**src/rtl/edge_request_arbiter.sv**
```systemverilog
// Latches one-cycle request pulses and serialises them round-robin onto one
// shared resource using a valid/ready grant followed by a done-or-timeout busy phase.
module edge_request_arbiter #(
    parameter int SIGNAL_NUM    = 8,
    parameter int ID_WIDTH      = 3,
    parameter int TIMEOUT       = 255,
    parameter int TIMEOUT_WIDTH = 8
) (
    input  logic                  clk,
    input  logic                  rst,
    input  logic [SIGNAL_NUM-1:0] req_pulse,
    input  logic                  grant_ready,
    input  logic                  done,
    input  logic                  clear_drop,
    output logic                  grant_valid,
    output logic [ID_WIDTH-1:0]   grant_id,
    output logic [SIGNAL_NUM-1:0] grant_onehot,
    output logic                  busy,
    output logic [SIGNAL_NUM-1:0] pending,
    output logic                  drop_flag,
    output logic                  timeout
);

    typedef enum logic [1:0] {
        ST_IDLE  = 2'd0,
        ST_GRANT = 2'd1,
        ST_BUSY  = 2'd2
    } state_t;

    localparam logic [ID_WIDTH-1:0]      LAST_RST = ID_WIDTH'(SIGNAL_NUM - 1);
    localparam logic [TIMEOUT_WIDTH-1:0] TO_LAST  = TIMEOUT_WIDTH'((TIMEOUT == 0) ? 0 : TIMEOUT - 1);
    localparam logic [SIGNAL_NUM-1:0]    ONE_HOT0 = {{(SIGNAL_NUM-1){1'b0}}, 1'b1};

    state_t                   state_r, state_n;
    logic [ID_WIDTH-1:0]      grant_id_r, grant_id_n;
    logic [SIGNAL_NUM-1:0]    onehot_r, onehot_n;
    logic [ID_WIDTH-1:0]      last_id_r, last_id_n;
    logic [TIMEOUT_WIDTH-1:0] counter_r, counter_n;
    logic [SIGNAL_NUM-1:0]    pending_r, pending_n;
    logic                     grant_valid_r, busy_r, drop_r, drop_n;
    logic                     accept_s, timeout_s, pick_found_s, drop_hit_s;
    logic [ID_WIDTH-1:0]      pick_id_s;
    logic [SIGNAL_NUM-1:0]    clr_s;

    // Round-robin search: first pending bit strictly after last_id, wrapping to 0.
    always_comb begin
        pick_found_s = 1'b0;
        pick_id_s    = {ID_WIDTH{1'b0}};
        for (int k = 1; k <= SIGNAL_NUM; k++) begin
            if (!pick_found_s && pending_r[(int'(last_id_r) + k) % SIGNAL_NUM]) begin
                pick_found_s = 1'b1;
                pick_id_s    = ID_WIDTH'((int'(last_id_r) + k) % SIGNAL_NUM);
            end else begin
                pick_found_s = pick_found_s;
            end
        end
    end

    // FSM next state, grant bookkeeping and busy-phase counter.
    always_comb begin
        state_n    = state_r;
        grant_id_n = grant_id_r;
        onehot_n   = onehot_r;
        last_id_n  = last_id_r;
        counter_n  = counter_r;
        accept_s   = 1'b0;
        timeout_s  = 1'b0;
        case (state_r)
            ST_IDLE: begin
                if (pick_found_s) begin
                    state_n    = ST_GRANT;
                    grant_id_n = pick_id_s;
                    onehot_n   = ONE_HOT0 << pick_id_s;
                end else begin
                    state_n = ST_IDLE;
                end
            end
            ST_GRANT: begin
                if (grant_ready) begin
                    accept_s  = 1'b1;
                    last_id_n = grant_id_r;
                    counter_n = {TIMEOUT_WIDTH{1'b0}};
                    state_n   = ST_BUSY;
                end else begin
                    state_n = ST_GRANT;
                end
            end
            ST_BUSY: begin
                counter_n = counter_r + {{(TIMEOUT_WIDTH-1){1'b0}}, 1'b1};
                if (done) begin
                    state_n  = ST_IDLE;
                    onehot_n = {SIGNAL_NUM{1'b0}};
                end else if ((TIMEOUT != 0) && (counter_r == TO_LAST)) begin
                    timeout_s = 1'b1;
                    state_n   = ST_IDLE;
                    onehot_n  = {SIGNAL_NUM{1'b0}};
                end else begin
                    state_n = ST_BUSY;
                end
            end
            default: begin
                state_n  = ST_IDLE;
                onehot_n = {SIGNAL_NUM{1'b0}};
            end
        endcase
    end

    // A new pulse always sets its bit, so a pulse on its own accept cycle re-arms it.
    always_comb begin
        clr_s      = accept_s ? onehot_r : {SIGNAL_NUM{1'b0}};
        pending_n  = (pending_r & ~clr_s) | req_pulse;
        drop_hit_s = |(req_pulse & pending_r & ~clr_s);
        if (drop_hit_s) begin
            drop_n = 1'b1;
        end else if (clear_drop) begin
            drop_n = 1'b0;
        end else begin
            drop_n = drop_r;
        end
    end

    // State and output registers.
    always_ff @(posedge clk or negedge rst) begin
        if (!rst) begin
            state_r       <= ST_IDLE;
            grant_id_r    <= {ID_WIDTH{1'b0}};
            onehot_r      <= {SIGNAL_NUM{1'b0}};
            last_id_r     <= LAST_RST;
            counter_r     <= {TIMEOUT_WIDTH{1'b0}};
            pending_r     <= {SIGNAL_NUM{1'b0}};
            drop_r        <= 1'b0;
            grant_valid_r <= 1'b0;
            busy_r        <= 1'b0;
        end else begin
            state_r       <= state_n;
            grant_id_r    <= grant_id_n;
            onehot_r      <= onehot_n;
            last_id_r     <= last_id_n;
            counter_r     <= counter_n;
            pending_r     <= pending_n;
            drop_r        <= drop_n;
            grant_valid_r <= (state_n == ST_GRANT);
            busy_r        <= (state_n == ST_BUSY);
        end
    end

    assign grant_valid  = grant_valid_r;
    assign grant_id     = grant_id_r;
    assign grant_onehot = onehot_r;
    assign busy         = busy_r;
    assign pending      = pending_r;
    assign drop_flag    = drop_r;
    // Abort is decided on the last busy cycle itself so that done can still win.
    assign timeout      = timeout_s;

endmodule

```
**config.mk**
```make
export PLATFORM = sky130hd
export DESIGN_NAME = edge_request_arbiter
export DESIGN_NICKNAME = d
export VERILOG_FILES = /design/src/rtl/edge_request_arbiter.sv
export SDC_FILE = /design/constraint.sdc
export NUM_CORES = 1
export LEC_CHECK = 0
export ABC_AREA = 1
export CORE_MARGIN = 4
export CORE_UTILIZATION = 30
export CTS_BUF_LIST = sky130_fd_sc_hd__clkbuf_8
export DETAILED_ROUTE_END_ITERATION = 8
export GPL_TIMING_DRIVEN = 1
export PLACE_DENSITY = 0.49
export SYNTH_ARGS = -nofsm -noshare
export SYNTH_HDL_FRONTEND = slang
export SYNTH_SLANG_ARGS = --single-unit
```
**constraint.sdc**
```tcl
create_clock -name clk -period 2.7 [get_ports clk]
set_clock_uncertainty 0.05 [all_clocks]
set_input_delay 0.54 -clock clk [delete_from_list [all_inputs] [get_ports clk]]
set_output_delay 0.54 -clock clk [all_outputs]
set_load 0.05 [all_outputs]
```
After elaboration in Yosys (flattened, before gate mapping)
Cells that the tools add are included.
{"block": "totals", "ff_bits": 35, "input_bits": 13, "output_inout_bits": 23, "wordCells": 138}
{"block": "op_classes", "add_sub_neg": 9, "magnitude_cmp": 8, "n_eq_ne": 8, "shifts": 1, "mux": 59, "bitwise_logic": 14, "n_reduce_logical": 30}
{"operator": "< comparator 4 x 5 -> 1 bit (second input constant)", "n": 8}
{"operator": "two-way mux 8 bit", "n": 5}
{"operator": "two-way mux 1 bit", "n": 32}
{"operator": "AND 8 bit", "n": 3}
{"operator": "binary-select mux 1 bit (select 3 bit)", "n": 8}
{"operator": "two-way mux 3 bit", "n": 8}
{"operator": "case mux 8 bit (3 select lines)", "n": 1}
{"operator": "OR reduction 3 bit", "n": 8}
{"operator": "case mux 8 bit (2 select lines)", "n": 1}
{"operator": "adder 3 bit (second input constant)", "n": 4}
{"operator": "adder 8 x 1 -> 8 bit (second input constant)", "n": 1}
{"operator": "AND 1 bit (first input constant)", "n": 8}
{"operator": "equality test 8 bit (second input constant)", "n": 1}
{"operator": "inverter 8 bit", "n": 1}
{"operator": "bitwise OR 8 bit", "n": 1}
{"operator": "OR reduction 8 bit", "n": 1}
{"operator": "left shift 1 x 3 -> 8 bit (first input constant)", "n": 1}
{"operator": "logical AND 1 bit", "n": 7}
{"operator": "logical NOT 1 bit", "n": 7}
{"operator": "adder 3 x 1 -> 3 bit (second input constant)", "n": 2}
{"operator": "adder 3 x 2 -> 3 bit (second input constant)", "n": 2}
{"operator": "two-way mux 2 bit", "n": 3}
{"operator": "case mux 2 bit (3 select lines)", "n": 1}
{"operator": "AND reduction 2 bit", "n": 3}
{"operator": "8 further kinds", "n": 12}

Logic depth before layout (Yosys ltp)
{"block": "depth", "word_depth": 31, "mapped_depth": 19, "ltp_nobuf": 17}

Least setup slack after synthesis
Ideal clock, no wire load.
{"block": "synth_timing", "path_type": "reg-to-output", "startpoint": "reg counter_r[0]", "endpoint": "out timeout", "arrival_ps": 2176, "t_required_ps": 2110, "path_slack_ps": -66, "stages_incl_launch_ff": 5, "n_path_buf": 0, "path_cell_list": "dfrtp_1 inv_1 ha_1 nand3_1 nor4_1"}
{"block": "synth_between", "elab_chain_len": 4}
{"item": "start: declaration", "line": "38", "text": "logic [TIMEOUT_WIDTH-1:0] counter_r, counter_n;"}
{"item": "start signal: assignment", "line": "129", "text": "counter_r <= {TIMEOUT_WIDTH{1'b0}};"}
{"item": "start signal: assignment", "line": "139", "text": "counter_r <= counter_n;"}
{"item": "equality test 8 bit", "line": "93", "text": "end else if ((TIMEOUT != 0) && (counter_r == TO_LAST)) begin"}
{"item": "two-way mux 1 bit", "line": "93"}
{"item": "two-way mux 1 bit", "line": "90", "text": "if (done) begin"}
{"item": "two-way mux 1 bit", "line": "68", "text": "case (state_r)"}
{"item": "end: declaration", "line": "21", "text": "output logic timeout"}
Every way passes these cells.

Worst setup path in the final report
{"block": "layout_timing", "startpoint": "reg last_id_r[1]", "endpoint": "reg onehot_r[1] (netlist: grant_onehot[1])"}
{"block": "layout_between", "elab_chain_len": 29, "word_cells_on_any_way": 67, "cone_classes": "add/sub: 8; eq/ne: 1; shift: 1; mux: 42; reduce/logical: 15"}
{"item": "start: declaration", "line": "37", "text": "logic [ID_WIDTH-1:0] last_id_r, last_id_n;"}
{"item": "start signal: assignment", "line": "138", "text": "last_id_r <= last_id_n;"}
{"item": "adder 3 x 1 -> 3 bit", "line": "50, 52"}
{"item": "binary-select mux 1 bit (select 3 bit)", "line": "50", "text": "if (!pick_found_s && pending_r[(int'(last_id_r) + k) % SIGNAL_NUM]) begin"}
{"item": "two-way mux 1 bit (implied by the code) (2 in a row)", "line": "50"}
{"item": "two-way mux 1 bit", "line": "50"}
{"item": "logical NOT 1 bit", "line": "50"}
{"item": "logical AND 1 bit", "line": "50"}
{"item": "two-way mux 1 bit", "line": "50"}
{"item": "logical NOT 1 bit", "line": "50"}
{"item": "(+12 left out)"}
{"item": "logical AND 1 bit", "line": "50"}
{"item": "two-way mux 1 bit", "line": "50"}
{"item": "logical NOT 1 bit", "line": "50"}
{"item": "logical AND 1 bit", "line": "50"}
{"item": "two-way mux 3 bit", "line": "50"}
{"item": "left shift 1 x 3 -> 8 bit", "line": "73", "text": "onehot_n = ONE_HOT0 << pick_id_s;"}
{"item": "two-way mux 8 bit", "line": "70", "text": "if (pick_found_s) begin"}
{"item": "case mux 8 bit (3 select lines)", "line": "68"}
{"item": "end signal: assignment", "line": "127", "text": "onehot_r <= {SIGNAL_NUM{1'b0}};"}
{"item": "end signal: assignment", "line": "137", "text": "onehot_r <= onehot_n;"}
{"item": "end: declaration", "line": "36", "text": "logic [SIGNAL_NUM-1:0] onehot_r, onehot_n;"}
Parallel ways exist; a longest one is shown, timed or not. The select of a mux whose other input is x is not followed.
A chain may end at the register's enable or synchronous reset.

==> metrics.txt <==
# TYPE chip_impl_metric gauge
chip_impl_info{name="crit_path_end",value="grant_onehot[1]$_DFFE_PN0P_"} 1
chip_impl_metric{name="cp.required",unit="ns"} 2.83
chip_impl_info{name="crit_path_cell_trace",value="inv_1 -> ha_4 -> nand3_1 -> nand3_1 -> inv_1 -> nor2_2 -> nand4_4 -> nor2_8 -> nand3_1 -> nand2_1 -> inv_1 -> nand3_2 -> inv_2 -> nand2_1 -> nand2_1"} 1
chip_impl_metric{name="synth.cell_area",unit="µm²"} 2410
chip_impl_metric{name="p_sw_share",unit="%"} 55.6
chip_impl_metric{name="power.leakage",unit="nW"} 1.48
chip_impl_metric{name="flow.area_growth_from_synthesis",unit="%"} 26.2
chip_impl_metric{name="final_max_slew_viol_count",unit=""} 0
chip_impl_metric{name="proportion_of_power_drawn_by_the_clock_network",unit="%"} 11.6
chip_impl_metric{name="finalCritPeriodShare",unit="%"} 91.9
chip_impl_info{name="synth.cells.most_frequent",value="sky130_fd_sc_hd__nand2_1, sky130_fd_sc_hd__nand3_1, sky130_fd_sc_hd__inv_1"} 1
chip_impl_metric{name="clock_sinks",unit=""} 35
chip_impl_metric{name="crit_cells",unit=""} 15
chip_impl_info{name="synth.top_cells.by_area",value="sky130_fd_sc_hd__dfrtp_1, sky130_fd_sc_hd__nand2_1, sky130_fd_sc_hd__nand3_1, sky130_fd_sc_hd__inv_1, sky130_fd_sc_hd__nand3_2"} 1
chip_impl_metric{name="start_util",unit="%"} 31.0
chip_impl_metric{name="reg2reg_slack",unit="ns"} 0.22
chip_impl_metric{name="vdd.ir_drop.worst",unit="µV"} 451
chip_impl_metric{name="critical_path.n_buffers_inverters",unit=""} 4
chip_impl_info{name="clock_tree.root_cell",value="sky130_fd_sc_hd__clkbuf_8"} 1
chip_impl_metric{name="worst_case_reg_to_reg_path_depth",unit=""} 15
chip_impl_metric{name="drt_pass1_iterations",unit=""} 4
chip_impl_metric{name="netlist.area_leader.share",unit="%"} 33.2
chip_impl_metric{name="ant_nets",unit=""} 0
chip_impl_metric{name="setup_viol",unit=""} 0
chip_impl_metric{name="post_synth_cell_types",unit=""} 38
chip_impl_metric{name="chipWidth",unit="µm"} 97.6
chip_impl_info{name="critical_path.top_delay_family",value="simple AND/OR/NAND/NOR gates"} 1
chip_impl_metric{name="seq_area",unit="µm²"} 880
chip_impl_metric{name="gp_routability_congestion",unit=""} 0.865
chip_impl_metric{name="cts-root-to-sink-buffers",unit=""} 2
chip_impl_metric{name="critical_path.max_fanout",unit=""} 8
chip_impl_metric{name="worstSkewPairLatency",unit="ns"} 0.29
chip_impl_info{name="cp_slowest_cell",value="sky130_fd_sc_hd__dfstp_2"} 1
chip_impl_metric{name="seq_power_share",unit="%"} 19.2
chip_impl_metric{name="grt_start_max_net_pins",unit=""} 36
chip_impl_metric{name="tightestPinTransition",unit="ns"} 0.507
chip_impl_info{name="timing.critical_path.from_type",value="flop"} 1
chip_impl_metric{name="synth_sequential_area_ratio",unit="%"} 36.5
chip_impl_metric{name="power_per_cell_area",unit="nW/µm²"} 1350
chip_impl_metric{name="route.detailed.vias_per_inst",unit=""} 4.63
chip_impl_metric{name="place.detailed.hpwl",unit="mm"} 4.96
chip_impl_metric{name="syn-instance-count",unit=""} 330
chip_impl_metric{name="buffer_count_from_post_cts_setup_fixing",unit=""} 0
chip_impl_metric{name="final.fill_count",unit=""} 801
chip_impl_metric{name="antenna_found_initial",unit=""} 0
chip_impl_metric{name="number_of_warning_messages_in_the_yosys_log",unit=""} 0
chip_impl_metric{name="tritoncts.num_buffers",unit=""} 5
chip_impl_metric{name="dr.first_iter.drc_count",unit=""} 93
chip_impl_metric{name="antenna_cells_inserted",unit=""} 0
chip_impl_metric{name="grt_usage",unit="%"} 13.3
chip_impl_info{name="ys_dominant_reg_cell",value="sky130_fd_sc_hd__dfrtp_1"} 1
chip_impl_metric{name="post-route-drc-count",unit=""} 0
chip_impl_metric{name="post_synth_and_or_nand_nor_area_fraction",unit="%"} 40.4
chip_impl_metric{name="asyncSetResetFlopFracSynth",unit="%"} 100
chip_impl_metric{name="synthMuxAreaShare",unit="%"} 1.40
chip_impl_metric{name="core_area",unit="µm²"} 7770
chip_impl_metric{name="final.setup.worst_slack",unit="ns"} 0.218
chip_impl_info{name="synth_top_family_by_area",value="simple AND/OR/NAND/NOR gates"} 1
chip_impl_metric{name="final_net_count",unit=""} 390
chip_impl_info{name="timing.critical_path.from",value="last_id_r[1]$_DFFE_PN1P_"} 1
chip_impl_metric{name="synth_seq_cells",unit=""} 35
chip_impl_info{name="synth_most_common_cell",value="sky130_fd_sc_hd__nand2_1"} 1
chip_impl_metric{name="synth-edff-count",unit=""} 0
chip_impl_metric{name="synth_fa_ha_area_share",unit="%"} 2.08
chip_impl_metric{name="detail_route.wirelength",unit="mm"} 6.30
chip_impl_metric{name="combinationalPowerShare",unit="%"} 69.3
chip_impl_info{name="critical_path_class",value="flop to flop"} 1
chip_impl_info{name="rsz0062_at_grt",value="no"} 1
chip_impl_metric{name="placement.io_buffers",unit=""} 35
chip_impl_info{name="run_status",value="completed"} 1
chip_impl_info{name="tritoncts_clock_tree",value="done"} 1
chip_impl_info{name="rr_endpoint",value="grant_onehot[1]$_DFFE_PN0P_"} 1
chip_impl_metric{name="std_cell_rows",unit=""} 32
chip_impl_metric{name="clk_pin_slew",unit="ns"} 0.08
chip_impl_metric{name="max-cap-violations",unit=""} 0
chip_impl_metric{name="achievable-frequency",unit="GHz"} 0.403
chip_impl_metric{name="h-tree-depth",unit=""} 2
chip_impl_metric{name="synth-compound-area-share",unit="%"} 9.19
chip_impl_metric{name="via_count",unit=""} 2206
chip_impl_metric{name="synthesis.nets",unit=""} 347
chip_impl_info{name="regToRegStartpoint",value="last_id_r[1]$_DFFE_PN1P_"} 1
chip_impl_metric{name="worstPathArrival",unit="ns"} 2.61
chip_impl_metric{name="detailedPlace.worstSlack",unit="ns"} 0.106
chip_impl_metric{name="grt_pass1_vias",unit=""} 2063
chip_impl_metric{name="final-instance-count-excl-fill",unit=""} 476
chip_impl_metric{name="fp.dieArea",unit="µm²"} 9530
chip_impl_metric{name="synth-xor-area-share",unit="%"} 1.40
chip_impl_metric{name="post_layout_minimum_cycle_time",unit="ns"} 2.48
chip_impl_metric{name="grt_pass1_wl",unit="mm"} 10.2
chip_impl_metric{name="multiInputGateArea",unit="µm²"} 1330
chip_impl_info{name="hold_path.class",value="flop to flop"} 1
chip_impl_metric{name="worst_path_largest_cell_delay",unit="ns"} 0.54
chip_impl_info{name="netlist.top_cell.by_area",value="sky130_fd_sc_hd__dfrtp_1"} 1
chip_impl_metric{name="synthesis.area_per_instance",unit="µm²"} 7.30
chip_impl_metric{name="wl_per_cell",unit="µm"} 13.2
chip_impl_metric{name="maxSlewHeadroom",unit="%"} 66.1
chip_impl_info{name="category_of_the_worst_setup_path_capture_point",value="flop"} 1
chip_impl_metric{name="p_switching",unit="mW"} 2.28
chip_impl_metric{name="hold_viol",unit=""} 0
chip_impl_metric{name="layout-drive-gt1-share",unit="%"} 19.0
chip_impl_metric{name="dp_cells",unit=""} 468
chip_impl_metric{name="fp.dieH",unit="µm"} 97.6
chip_impl_metric{name="setup_tns",unit="ns"} 0
chip_impl_metric{name="globalRoute.totalOverflow",unit=""} 0
chip_impl_metric{name="ioPinCount",unit=""} 36
chip_impl_metric{name="p_int",unit="mW"} 1.82
sequential cells by signal, indices dropped and copies added, names as in the netlist:
register      cells
grant_id          3
grant_valid       1
pending           8
busy              1
drop_flag         1
last_id_r         3
state_r           2
counter_r         8
grant_onehot      8
layout by cell type (no fill, tap or decap), drive strengths merged:
cell type and instances:
dfstp 3, a21oi 9, xnor2 2, o31ai 2, clkdlybuf4s50 34, nand4 10, dfrtp 32, bufinv 1
o22ai 2, xor2 1, o21bai 5, nor2 28, inv 47, buf 8, nor4 1, a211oi 1
nand2 96, nor3 3, clkbuf 5, clkinv 2, mux2 3, nand3 49, o21ai 17, ha 4
a22oi 1, or2 8
how the worst min path moves through the flow:
| stage | cells after the start | end | startpoint |
|---|---|---|---|
| floorplan | 0 | busy$_DFF_PN0_ | rst |
| CTS | 2 | grant_onehot[5]$_DFFE_PN0P_ | grant_onehot[5]$_DFFE_PN0P_ |
| global placement | 2 | grant_onehot[4]$_DFFE_PN0P_ | grant_onehot[4]$_DFFE_PN0P_ |
| detailed placement | 2 | grant_onehot[5]$_DFFE_PN0P_ | grant_onehot[5]$_DFFE_PN0P_ |
| global route | 2 | grant_onehot[5]$_DFFE_PN0P_ | grant_onehot[5]$_DFFE_PN0P_ |
| finish | 2 | grant_onehot[5]$_DFFE_PN0P_ | grant_onehot[5]$_DFFE_PN0P_ |
metal layers:
layer  part of all wire [%]  routed length (µm)  GRT usage (%)  vias to the layer above
li1                       -                   -              -                     1158
met1                     50                3170           18.6                      997
met2                     45                2810           20.9                       44
met3                    3.7                 230           2.51                        7
met4                    1.3                  82           3.51                        0
met5                      0                   0              0                        -
power groups by stage:
stage	combinational, mW	clock (mW)	sequential [mW]
6_report	2.84	0.474	0.784
4_1_cts	2.80	0.488	0.787
2_1_floorplan	1.93	0	0.997
3_3_place_gp	2.81	0	0.796
5_1_grt	3.16	0.512	0.800
3_5_place_dp	2.79	0	0.793
per-stage QoR:
| step | area [µm²] | utilization (%) | hold slack [ns] | power (mW) |
|---|---|---|---|---|
| after floorplan | 2420 | - | 0.194 | 2.92 |
| after global placement | 2920 | 37.5 | 0.463 | 3.61 |
| after detailed placement | 2920 | 37.5 | 0.455 | 3.58 |
| after CTS | 3030 | 39.0 | 0.475 | 4.08 |
| after global routing | 3040 | 39.2 | 0.491 | 4.47 |
| final | 3040 | 39.2 | 0.476 | 4.09 |
repair_timing:
item / 4_1_cts / 5_1_grt
endpoints found under the setup margin: 0 / 11
resized for setup: 0 / 2
hold endpoints to repair: 0 / 0
hold buffers: 0 / 0
cell families after synthesis:
kind of cell | Yosys count
AND/OR/NAND/NOR | 195
buffers and inverters | 53
AO/OA/AOI/OAI | 37
flip-flops | 35
adder cells (fa/ha/maj) | 4
XOR/XNOR | 3
multiplexers | 3
worst register-to-register path, delay by kind of cell (launching register included):
kind | cells | cell delay [ns]
simple gates | 10 | 1.23
flops | 1 | 0.54
fa+ha+maj | 1 | 0.32
buf+inv | 4 | 0.24
layout make-up:
| cell class | instances | share of cell area [%] |
|---|---|---|
| tap | 102 | 4.20 |
| clock inverter | 3 | 1.44 |
| sequential | 35 | 28.9 |
| inverter | 47 | 5.80 |
| timing repair buffer | 42 | 13.6 |
| multi-input combinational | 242 | 43.8 |
| clock buffer | 5 | 2.26 |
Note: power is estimated with default switching activity, not from simulation.
